## src/rtl/fifo_word_packer_if.sv

```systemverilog
// Packer bus: FIFO pop side (valid/enr/data) and wide valid/ready word side.
// PACKER_FLUSH_EN adds the flush request line.
interface fifo_word_packer_if #(
  parameter int IN_W  = 8,
  parameter int LANES = 4
);
  logic                  fifo_valid;
  logic [IN_W-1:0]       fifo_data;
  logic                  fifo_enr;
`ifdef PACKER_FLUSH_EN
  logic                  flush;
`endif
  logic                  out_valid;
  logic                  out_ready;
  logic [IN_W*LANES-1:0] out_data;
  logic [LANES-1:0]      out_keep;
  logic [15:0]           word_count;

`ifdef PACKER_FLUSH_EN
  modport slave (
    input  fifo_valid, fifo_data, flush, out_ready,
    output fifo_enr, out_valid, out_data, out_keep, word_count
  );
  modport master (
    output fifo_valid, fifo_data, flush, out_ready,
    input  fifo_enr, out_valid, out_data, out_keep, word_count
  );
`else
  modport slave (
    input  fifo_valid, fifo_data, out_ready,
    output fifo_enr, out_valid, out_data, out_keep, word_count
  );
  modport master (
    output fifo_valid, fifo_data, out_ready,
    input  fifo_enr, out_valid, out_data, out_keep, word_count
  );
`endif
endinterface

```

## src/rtl/fifo_word_packer.sv

```systemverilog
// Packs LANES FIFO entries into one word; pops at most every other cycle, holds the word until out_ready.
// Optional partial-word flush enabled by defining PACKER_FLUSH_EN.
module fifo_word_packer #(
  parameter int IN_W  = 8,
  parameter int LANES = 4
) (
  input  logic                clk,
  input  logic                rst,
  fifo_word_packer_if.slave   bus
);
  localparam int CNT_W = $clog2(LANES + 1);
  localparam int OUT_W = IN_W * LANES;

  typedef enum logic [1:0] {FILL, SETTLE, HOLD} state_t;

  state_t           state_q;
  logic [CNT_W-1:0] lane_cnt_q;
  logic [OUT_W-1:0] data_q;
  logic [LANES-1:0] keep_q;
  logic             valid_q;
  logic [15:0]      word_count_q;
  logic             flush_pend_q;

  logic             pop;
  logic             flush_req;
  logic             lane_last;
  logic [CNT_W-1:0] lane_nxt;

  function automatic logic [LANES-1:0] lane_mask(input logic [CNT_W-1:0] n);
    lane_mask = '0;
    for (int i = 0; i < LANES; i++) begin
      if (i < int'(n)) lane_mask[i] = 1'b1;
    end
  endfunction

  // FILL is the only state that pops, and SETTLE always follows a pop,
  // so the FIFO's lagging valid can never cause an over-read.
  assign pop       = (state_q == FILL) && bus.fifo_valid;
  assign lane_nxt  = lane_cnt_q + CNT_W'(1);
  assign lane_last = (lane_nxt == CNT_W'(LANES));

`ifdef PACKER_FLUSH_EN
  logic flush_pend_d;

  assign flush_req = bus.flush | flush_pend_q;

  // A request is consumed by any word leaving FILL/SETTLE; one seen in HOLD waits for the next word.
  always_comb begin
    flush_pend_d = 1'b0;
    if (state_q == HOLD)            flush_pend_d = flush_req;
    else if (pop && !lane_last)     flush_pend_d = flush_req;
  end

  always_ff @(posedge clk or negedge rst) begin
    if (!rst) flush_pend_q <= 1'b0;
    else      flush_pend_q <= flush_pend_d;
  end
`else
  assign flush_pend_q = 1'b0;
  assign flush_req    = flush_pend_q;
`endif

  always_ff @(posedge clk or negedge rst) begin
    if (!rst) begin
      state_q      <= FILL;
      lane_cnt_q   <= '0;
      data_q       <= '0;
      keep_q       <= '0;
      valid_q      <= 1'b0;
      word_count_q <= '0;
    end else begin
      case (state_q)
        FILL: begin
          if (pop) begin
            data_q[int'(lane_cnt_q)*IN_W +: IN_W] <= bus.fifo_data;
            lane_cnt_q <= lane_nxt;
            if (lane_last) begin
              state_q <= HOLD;
              valid_q <= 1'b1;
              keep_q  <= '1;
            end else begin
              state_q <= SETTLE;
            end
          end else if (flush_req && (lane_cnt_q != '0)) begin
            state_q <= HOLD;
            valid_q <= 1'b1;
            keep_q  <= lane_mask(lane_cnt_q);
          end
        end
        SETTLE: begin
          if (flush_req) begin
            state_q <= HOLD;
            valid_q <= 1'b1;
            keep_q  <= lane_mask(lane_cnt_q);
          end else begin
            state_q <= FILL;
          end
        end
        HOLD: begin
          // Clearing data here keeps unused lanes of a later flushed word at zero.
          if (bus.out_ready) begin
            state_q      <= FILL;
            valid_q      <= 1'b0;
            lane_cnt_q   <= '0;
            data_q       <= '0;
            keep_q       <= '0;
            word_count_q <= word_count_q + 16'd1;
          end
        end
        default: state_q <= FILL;
      endcase
    end
  end

  assign bus.fifo_enr   = pop;
  assign bus.out_valid  = valid_q;
  assign bus.out_data   = data_q;
  assign bus.out_keep   = keep_q;
  assign bus.word_count = word_count_q;
endmodule

```

## src/flat_wrapper.sv

```systemverilog
// flat-port wrapper written by rule: the top's interface ports become plain ports
module fifo_word_packer_flat 
#(
  parameter int IN_W  = 8,
  parameter int LANES = 4
)
  (clk, rst, bus_fifo_valid, bus_fifo_data, bus_out_ready, bus_fifo_enr, bus_out_valid, bus_out_data, bus_out_keep, bus_word_count);
  fifo_word_packer_if #(.IN_W(IN_W), .LANES(LANES)) bus_i ();
  input  logic clk;
  input  logic rst;
  input wire logic [$bits(bus_i.fifo_valid)-1:0] bus_fifo_valid;
  input wire logic [$bits(bus_i.fifo_data)-1:0] bus_fifo_data;
  input wire logic [$bits(bus_i.out_ready)-1:0] bus_out_ready;
  output wire logic [$bits(bus_i.fifo_enr)-1:0] bus_fifo_enr;
  output wire logic [$bits(bus_i.out_valid)-1:0] bus_out_valid;
  output wire logic [$bits(bus_i.out_data)-1:0] bus_out_data;
  output wire logic [$bits(bus_i.out_keep)-1:0] bus_out_keep;
  output wire logic [$bits(bus_i.word_count)-1:0] bus_word_count;
  assign bus_i.fifo_valid = bus_fifo_valid;
  assign bus_i.fifo_data = bus_fifo_data;
  assign bus_i.out_ready = bus_out_ready;
  assign bus_fifo_enr = bus_i.fifo_enr;
  assign bus_out_valid = bus_i.out_valid;
  assign bus_out_data = bus_i.out_data;
  assign bus_out_keep = bus_i.out_keep;
  assign bus_word_count = bus_i.word_count;
  fifo_word_packer #(.IN_W(IN_W), .LANES(LANES)) u_core (.clk(clk), .rst(rst), .bus(bus_i));
endmodule
```

## config.mk

```make
export PLATFORM = sky130hd
export DESIGN_NAME = fifo_word_packer_flat
export DESIGN_NICKNAME = d
export VERILOG_FILES = /design/src/rtl/fifo_word_packer_if.sv /design/src/rtl/fifo_word_packer.sv /design/src/flat_wrapper.sv
export SDC_FILE = /design/constraint.sdc
export NUM_CORES = 1
export LEC_CHECK = 0
export CORE_MARGIN = 2
export CORE_UTILIZATION = 52
export CTS_CLUSTER_DIAMETER = 40
export DETAILED_ROUTE_END_ITERATION = 8
export HOLD_SLACK_MARGIN = 0.1
export PLACE_DENSITY = 0.93
export SLEW_MARGIN = 20
export SYNTH_ARGS = -nofsm -noshare
export SYNTH_HDL_FRONTEND = slang
export SYNTH_SLANG_ARGS = --single-unit
```

## constraint.sdc

```tcl
create_clock -name clk -period 3.1 [get_ports clk]
set_input_delay 0.775 -clock clk [delete_from_list [all_inputs] [get_ports clk]]
set_output_delay 0.775 -clock clk [all_outputs]
set_load 0.01 [all_outputs]
```

==> flow_summary.json, run 1 <==
{
  "num_antenna_cells": 0,
  "pwr-share-comb_pct": 42.7,
  "power_mw": 2.46,
  "setup_violations": 0,
  "wl_per_cell_um": 16.8,
  "status": "finished, final reports clean",
  "finalSetupTns_ns": 0,
  "io_pins": 66,
  "pwr-share-seq_pct": 41.8,
  "timing.critical_path.required_ns": 2.32,
  "die_w_um": 73.6,
  "p_sw_uw": 883,
  "cts_tree": "built",
  "cts-root-buf": "clkbuf_8",
  "final_area_sq_mm": 0.00327,
  "cts.clk_slew.worst_paths_ns": 0.09,
  "max_stage_delay_ns": 0.52,
  "worstSetupStartpointType": "input port",
  "dr.pass1.iters": 6,
  "crit_type": "input port to primary output",
  "syn_inst": 216,
  "fin_ws_ns": 0.221,
  "drtIter0Drc": 142,
  "max_cap_violations": 0,
  "yosysWarnings": 0,
  "hold_viol_final": 0,
  "syn_nets": 236,
  "cp-end-kind": "primary output",
  "slew_headroom_pct": 50.5,
  "crit_slowest_cell": "clkdlybuf4s50_1",
  "critPathArrivalTime_ns": 2.10,
  "critPathMaxFanout": 3,
  "portBuffers": 65,
  "avgSynthCellArea_sq_um": 11.7,
  "netlist_area_sq_mm": 0.00252,
  "layout_common_cells": "clkdlybuf4s50_1, dfrtp_1, nand2_1",
  "initial_utilization_pct": 53.7,
  "power_switching_share_pct": 35.8,
  "crit_chain": "clkdlybuf4s50_1 > and2b_1 > nand2b_2 > inv_2 > clkdlybuf4s50_1",
  "cts_made_buffers": 5,
  "final_common_cell": "clkdlybuf4s50_1",
  "viasPerCell": 5.76,
  "grt_use_total_pct": 22.4,
  "fin_nets": 301,
  "synth.distinct_cells": 42,
  "dpl_cell_area_sq_mm": 0.00319,
  "post_cts_resized": 0,
  "clkLatencyLatePin_ns": 0.31,
  "max-vdd-ir-drop_uv": 327,
  "clock_sinks": 54,
  "period_needed_ns": 2.88,
  "power_leakage_nw": 1.54,
  "p_int_mw": 1.58,
  "hold_path_class": "flip-flop to flip-flop",
  "postCtsSetupBuffers": 0,
  "vias": 1929,
  "post-route-period-util_pct": 92.9,
  "rsz0062_at_grt": "no",
  "grt_first_pass_wirelength_um": 9210,
  "grt_pass1_vias": 1910,
  "layout.cells.non_filler": 335,
  "dpl.hpwl_um": 4180,
  "hold_buffers": 0,
  "drive_above_1_share_pct": 9.61,
  "antenna_left": 0,
  "drc": 0,
  "synth_edf_count": 0,
  "globalplace.congestion": 0.850,
  "dpl.cell_count": 328,
  "overflow": 0,
  "chipHeight_um": 73.6,
  "core-area_sq_mm": 0.00469,
  "dieArea_sq_mm": 0.00542,
  "ys_async_sr_fraction_pct": 100,
  "wirelength_um": 5640,
  "powerDensity_mw_per_mm2": 753,
  "ys_seq_area_share_pct": 53.7,
  "cts_buffer_depth": 2,
  "max_freq_ghz": 0.347,
  "cts_max_level": 2,
  "clock_skew_ns": 0.00645,
  "clkPwrFrac_pct": 15.5,
  "grt_max_degree": 35,
  "path_common_cell": "clkdlybuf4s50_1",
  "ys.flop_type": "dfrtp_1",
  "layout-area-overhead-vs-synth_pct": 30.0,
  "drv_slew": 0,
  "tightest_slew_ns": 0.743,
  "synth-seq-cells": 54,
  "antenna_found_initial": 0,
  "pre_cts_slack_ns": 0.214,
  "num_rows": 25
}
==> synth_stat cells (all sizes together), types with 3 or more instances <==
cell	instances	area share (%)
nand4b	5	2.3
a22o	15	5.2
nor2	8	1.3
o22ai	3	0.75
a31o	8	2.8
nand3	16	3.4
xnor2	11	3.8
buf	11	2.8
and3	3	0.75
nand2b	3	0.84
inv	8	1.2
nand4	3	0.99
nor2b	10	2.5
nand2	23	3.5
a21o	3	0.89
xor2	4	1.4
a21oi	5	1.3
dfrtp	54	54
ha	8	4.0
==> cells by family after synthesis <==
group	Yosys count	share of synthesized area [%]
compound gates	39	12.3
buf+inv	19	3.97
mux	2	0.894
simple gates	79	20.0
flops	54	53.7
xor+xnor	15	5.22
fa+ha+maj	8	3.97
==> critical path, delay by kind of cell <==
| family | cells | cell delay, ns |
|---|---|---|
| and+or+nand+nor | 2 | 0.28 |
| buffers and inverters | 3 | 1.05 |
==> power groups by stage <==
| stage | Sequential, mW | Clock [mW] | Combinational (mW) |
|---|---|---|---|
| floorplan | 1.08 | 0 | 0.521 |
| global placement | 1.04 | 0 | 1.01 |
| detailed placement | 1.04 | 0 | 1.04 |
| CTS | 1.03 | 0.392 | 1.06 |
| global route | 1.05 | 0.414 | 1.13 |
| finish | 1.03 | 0.382 | 1.05 |
==> layout make-up <==
| type | count | area [sq um] |
|---|---|---|
| clock buffer | 5 | 68.8 |
| inverter | 8 | 30.0 |
| clock inverter | 2 | 13.8 |
| fill | 333 | 1420 |
| timing repair buffer | 69 | 676 |
| multi-input combinational | 143 | 1070 |
| tap | 54 | 67.6 |
| sequential | 54 | 1350 |
==> per-layer routing <==
| layer | global-route usage [%] | vias to the layer above | wire (um) |
|---|---|---|---|
| met5 | 0 | - | 0 |
| met4 | 10.1 | 0 | 186 |
| met3 | 4.53 | 16 | 266 |
| met2 | 35.3 | 80 | 2750 |
| met1 | 29.8 | 946 | 2430 |
| li1 | - | 887 | - |
==> through the flow <==
stage               hold slack [ns]  util, %
floorplan                     0.479        -
global placement              0.461     68.0
detailed placement            0.463     68.0
CTS                           0.484     69.8
global route                  0.516     69.8
finish                        0.489     69.8
==> worst paths after layout <==
check                                             start                       end  slack, ns  cells past startpoint
worst max-delay path                     bus_fifo_valid              bus_fifo_enr       0.22                      5
worst min-delay path            u_core.bus.out_data[12]   u_core.bus.out_data[12]       0.49                      2
worst max register to register     u_core.lane_cnt_q[0]   u_core.bus.out_data[17]       0.57                      7
worst min register to register  u_core.bus.out_data[12]   u_core.bus.out_data[12]       0.49                      2
max in group asynchronous                           rst      u_core.lane_cnt_q[1]       1.93                      2
min in group asynchronous                           rst  u_core.bus.word_count[9]       0.52                      1
==> sequential cells by signal, summed over array words and instances (netlist names) <==
signal / count
u_core.bus.out_data: 32
u_core.bus.out_keep: 1
u_core.lane_cnt_q: 3
u_core.bus.word_count: 16
u_core.state_q: 2
No activity file was read; power rests on OpenSTA's default activity.
==> inputs of run 2 (changes only) <==
- CORE_MARGIN: 2 -> 8
- GPL_TIMING_DRIVEN: default -> 0
==> run 2 against run 1 <==
Net effect: die area increased by 35%; clock skew increased by 0.0044 ns; global-route usage decreased by 5.6 points; worst setup slack improved by 0.23 ns; clock power increased by 10%; register-to-register slack improved by 0.13 ns; clock-buffer cell count increased by 1; via count decreased by 1.7%; flip-flop and latch count unchanged; fmax increased by 8.5%; utilization increased by 1.0 points; highest routed layer unchanged.
==> flow_summary.json, run 2 (synthesized netlist as in run 1, its figures left out) <==
{
  "num_rows": 25,
  "period_needed_ns": 2.65,
  "post_cts_resized": 0,
  "rr_worst_depth": 8,
  "critPathMaxFanout": 9,
  "min_path_cells": 2,
  "clock_skew_ns": 0.0109,
  "drc": 0,
  "cts_tree": "built",
  "initial_utilization_pct": 53.7,
  "reg2reg_from": "u_core.lane_cnt_q[0]",
  "core-area_sq_mm": 0.00469,
  "timing.critical_path.required_ns": 2.32,
  "timing.hold.ws_ns": 0.482,
  "setup_violations": 0,
  "dpl.hpwl_um": 4510,
  "critPathArrivalTime_ns": 1.88,
  "io_pins": 66,
  "max_cap_violations": 0,
  "powerDensity_mw_per_mm2": 761,
  "crit_chain": "buf_2 > and2b_1 > nand2b_2 > inv_2 > clkdlybuf4s50_1",
  "tightest_slew_ns": 0.652,
  "crit_type": "input port to primary output",
  "max_freq_ghz": 0.377,
  "hold_buffers": 0,
  "status": "finished, final reports clean",
  "grt_max_degree": 55,
  "cts.clk_slew.worst_paths_ns": 0.10,
  "final_common_cell": "clkdlybuf4s50_1",
  "power_leakage_nw": 1.56,
  "cts-root-buf": "clkbuf_8",
  "crit_slowest_cell": "clkdlybuf4s50_1",
  "slew_headroom_pct": 56.5,
  "cts_max_level": 2,
  "cp-startpoint": "bus_fifo_valid",
  "globalplace.congestion": 0.884,
  "drive_above_1_share_pct": 11.8,
  "fin_nets": 307,
  "wl_per_cell_um": 17.1,
  "antenna_left": 0,
  "layout-area-overhead-vs-synth_pct": 31.9,
  "dpl_cell_area_sq_mm": 0.00322,
  "hold_path_class": "flip-flop to flip-flop",
  "max-vdd-ir-drop_uv": 406,
  "rsz0062_at_grt": "no",
  "largest_reg_flops": 32,
  "chipHeight_um": 85.6,
  "drv_slew": 0,
  "dr.pass1.iters": 4,
  "clock_sinks": 54,
  "clkLatencyLatePin_ns": 0.31,
  "max_stage_delay_ns": 0.54,
  "worstSetupStartpointType": "input port",
  "cp-end-kind": "primary output",
  "final_area_sq_mm": 0.00332,
  "drtIter0Drc": 72,
  "cts_buffer_depth": 2,
  "layout_common_cells": "clkdlybuf4s50_1, dfrtp_1, nand2_1",
  "dieArea_sq_mm": 0.00733,
  "hold_viol_final": 0,
  "viasPerCell": 5.54,
  "power_mw": 2.53,
  "wirelength_um": 5850,
  "seqCellArea_sq_mm": 0.00135,
  "grt_pass1_vias": 1984,
  "antenna_found_initial": 0,
  "grt_first_pass_wirelength_um": 9950,
  "vias": 1896,
  "portBuffers": 64,
  "postCtsSetupBuffers": 0,
  "min-delay-start": "u_core.bus.out_data[11]",
  "overflow": 0,
  "cts_made_buffers": 5,
  "grt_use_total_pct": 16.7,
  "fillCellCount": 340,
  "multi_input_comb_area_sq_mm": 0.00107,
  "num_antenna_cells": 0,
  "post-route-period-util_pct": 85.6,
  "die_w_um": 85.6
}
==> run 2: changes by cell type in the layout (fill, tap and decap cells not counted) <==
cell             change
buf_6                +1
buf_4                +1
clkinvlp_4           +1
buf_2                +4
clkinv_2             -1
buf_1                +1
clkdlybuf4s50_1      -1
clkbuf_8             +1
==> run 2: worst max-delay path: cells and delay by family <==
family / cells / cell delay (ns)
AND/OR/NAND/NOR: 2 / 0.31
buffers and inverters: 3 / 0.78
==> run 2: layer usage <==
metal	part of all wire, %	up-vias	GRT usage, %
met1	42	936	20.1
met4	1.8	0	5.89
met3	5.4	10	4.30
li1	-	900	-
met2	50	50	28.3
met5	0	-	0
==> run 2: stage by stage <==
step / cells / worst slack [ns] / util [%] / TNS [ns]
2_1_floorplan: 216 / 1.01 / - / 0
3_3_place_gp: 334 / -0.262 / 68.8 / -13.99
3_5_place_dp: 334 / 0.464 / 68.7 / 0
4_1_cts: 342 / 0.458 / 70.8 / 0
5_1_grt: 342 / 0.429 / 70.8 / 0
6_report: 342 / 0.447 / 70.8 / 0
==> run 2: cell type report <==
class                   count  share of cell area (%)
plain buffers              11                    2.11
clock buffers               6                    2.48
clock inverters             2                   0.489
inverters                   8                   0.904
multi-input cells         143                    32.1
flip-flops and latches     54                    40.7
well taps                  54                    2.03
repair buffers             64                    19.2
==> run 2: worst paths after layout <==
kind / slack [ns] / end
setup / recovery: 0.45 / bus_fifo_enr
hold / removal: 0.48 / u_core.bus.out_data[11]
setup reg to reg: 0.70 / u_core.bus.out_data[23]
hold reg to reg: 0.48 / u_core.bus.out_data[11]
max in group asynchronous: 2.18 / u_core.lane_cnt_q[0]
min in group asynchronous: 0.49 / u_core.bus.word_count[13]
==> run 2: where the power goes <==
group	internal [mW]	total (mW)	switching (mW)
clock network	0.184	0.421	0.236
registers	0.880	1.03	0.148
logic	0.561	1.08	0.519
total	1.63	2.53	0.904
==> inputs of run 3 (changes only) <==
- MAX_ROUTING_LAYER: default -> met4
==> run 3 against run 2 <==
Net effect: clock skew is 0.00062 ns lower; flip-flop and latch count is the same; final cell count unchanged; non-clock buffer count did not move; sequential share of layout area unchanged; utilization did not move; clock power is essentially flat; worst hold slack gained 0.00078 ns; register-to-register slack is essentially flat; clock-buffer cell count unchanged; highest routed layer unchanged.
==> flow_summary.json, run 3 (synthesized netlist as in run 1, its figures left out) <==
{
  "dr.pass1.iters": 5,
  "max_freq_ghz": 0.377,
  "post_cts_resized": 0,
  "overflow": 0,
  "largest_reg_flops": 32,
  "power_leakage_nw": 1.56,
  "antenna_left": 0,
  "fillCellCount": 340,
  "wirelength_um": 5870,
  "hold_viol_final": 0,
  "clock_sinks": 54,
  "powerDensity_mw_per_mm2": 761,
  "rsz0062_at_grt": "no",
  "crit_type": "input port to primary output",
  "num_antenna_cells": 0,
  "globalRouteMet2Util_pct": 28.2,
  "cts.clk_slew.worst_paths_ns": 0.10,
  "io_pins": 66,
  "cp-end-kind": "primary output",
  "timing.hold.ws_ns": 0.483,
  "finalSetupTns_ns": 0,
  "post-route-period-util_pct": 85.6,
  "initial_utilization_pct": 53.7,
  "status": "finished, final reports clean",
  "layout-area-overhead-vs-synth_pct": 31.9,
  "crit_chain": "buf_2 > and2b_1 > nand2b_2 > inv_2 > clkdlybuf4s50_1",
  "antenna_found_initial": 0,
  "grt.busiest_layer": "met2",
  "grt_first_pass_wirelength_um": 9960,
  "grt_use_total_pct": 17.3,
  "cts_tree": "built",
  "num_rows": 25,
  "worstSetupStartpointType": "input port",
  "globalplace.congestion": 0.899,
  "cts_made_buffers": 5,
  "portBuffers": 64,
  "cts_buffer_depth": 2,
  "wl_per_cell_um": 17.2,
  "grt_use_met1_pct": 20.4,
  "grt_max_degree": 55,
  "cts-root-buf": "clkbuf_8",
  "final_common_cell": "clkdlybuf4s50_1",
  "hold_buffers": 0,
  "fin_nets": 307,
  "drtIter0Drc": 100,
  "dpl.hpwl_um": 4510,
  "vias": 1906,
  "die_w_um": 85.6,
  "critPathMaxFanout": 9,
  "period_needed_ns": 2.65,
  "crit_slowest_cell": "clkdlybuf4s50_1",
  "slew_headroom_pct": 56.3,
  "drc": 0,
  "drv_slew": 0,
  "met3_usage_pct": 4.20,
  "timing.critical_path.required_ns": 2.32,
  "chipHeight_um": 85.6,
  "drive_above_1_share_pct": 11.8,
  "max_stage_delay_ns": 0.54,
  "dieArea_sq_mm": 0.00733,
  "critPathArrivalTime_ns": 1.88,
  "tightest_slew_ns": 0.655,
  "postCtsSetupBuffers": 0,
  "core-area_sq_mm": 0.00469,
  "grt_pass1_vias": 1992,
  "cts_max_level": 2,
  "max_cap_violations": 0,
  "layout_common_cells": "clkdlybuf4s50_1, dfrtp_1, nand2_1",
  "clkLatencyLatePin_ns": 0.31,
  "max-vdd-ir-drop_uv": 404,
  "hold_path_class": "flip-flop to flip-flop",
  "clock_skew_ns": 0.0102,
  "viasPerCell": 5.57,
  "setup_violations": 0
}
run 3: cell counts in the layout (fill, tap and decap cells not counted):
No cell type changed its count.
run 3: critical path: cells and delay by family:
kind | cells | cell delay, ns
AND/OR/NAND/NOR | 2 | 0.31
buffers and inverters | 3 | 0.79
run 3: through the flow:
| step | total power, mW | cells | utilization (%) | setup WS [ns] | instance area (sq um) |
|---|---|---|---|---|---|
| after floorplan | 1.60 | 216 | - | 1.01 | 2520 |
| after global placement | 2.08 | 334 | 68.8 | -0.262 | 3230 |
| after detailed placement | 2.12 | 334 | 68.7 | 0.464 | 3220 |
| after CTS | 2.54 | 342 | 70.8 | 0.458 | 3320 |
| after global routing | 2.67 | 342 | 70.8 | 0.429 | 3320 |
| final | 2.53 | 342 | 70.8 | 0.445 | 3320 |
run 3: final cells by class:
class	count	area, sq um	share of cell area [%]
Inverter	8	30.0	0.904
Multi-Input combinational cell	143	1070	32.1
Sequential cell	54	1350	40.7
Clock buffer	6	82.6	2.48
Buffer	11	70.1	2.11
Timing Repair Buffer	64	638	19.2
Tap cell	54	67.6	2.03
Clock inverter	2	16.3	0.489
run 3: where the power goes:
part / switching (mW) / internal, mW
logic: 0.522 / 0.562
registers: 0.148 / 0.880
clock network: 0.234 / 0.184
run 3: routing by layer:
metal	share of wire, %	wire, um	vias up
met5	0	0	-
met4	1.8	103	0
met3	5.0	292	8
met2	50	2960	46
met1	43	2510	946
li1	-	-	906
run 3: worst paths after layout:
kind	start	to	slack, ns	cells after the start
setup / recovery	bus_fifo_valid	bus_fifo_enr	0.45	5
hold / removal	u_core.bus.out_data[11]	u_core.bus.out_data[11]	0.48	2
setup reg to reg	u_core.lane_cnt_q[0]	u_core.bus.out_data[23]	0.69	8
hold reg to reg	u_core.bus.out_data[11]	u_core.bus.out_data[11]	0.48	2
max in group asynchronous	rst	u_core.lane_cnt_q[0]	2.18	1
min in group asynchronous	rst	u_core.bus.word_count[13]	0.49	1
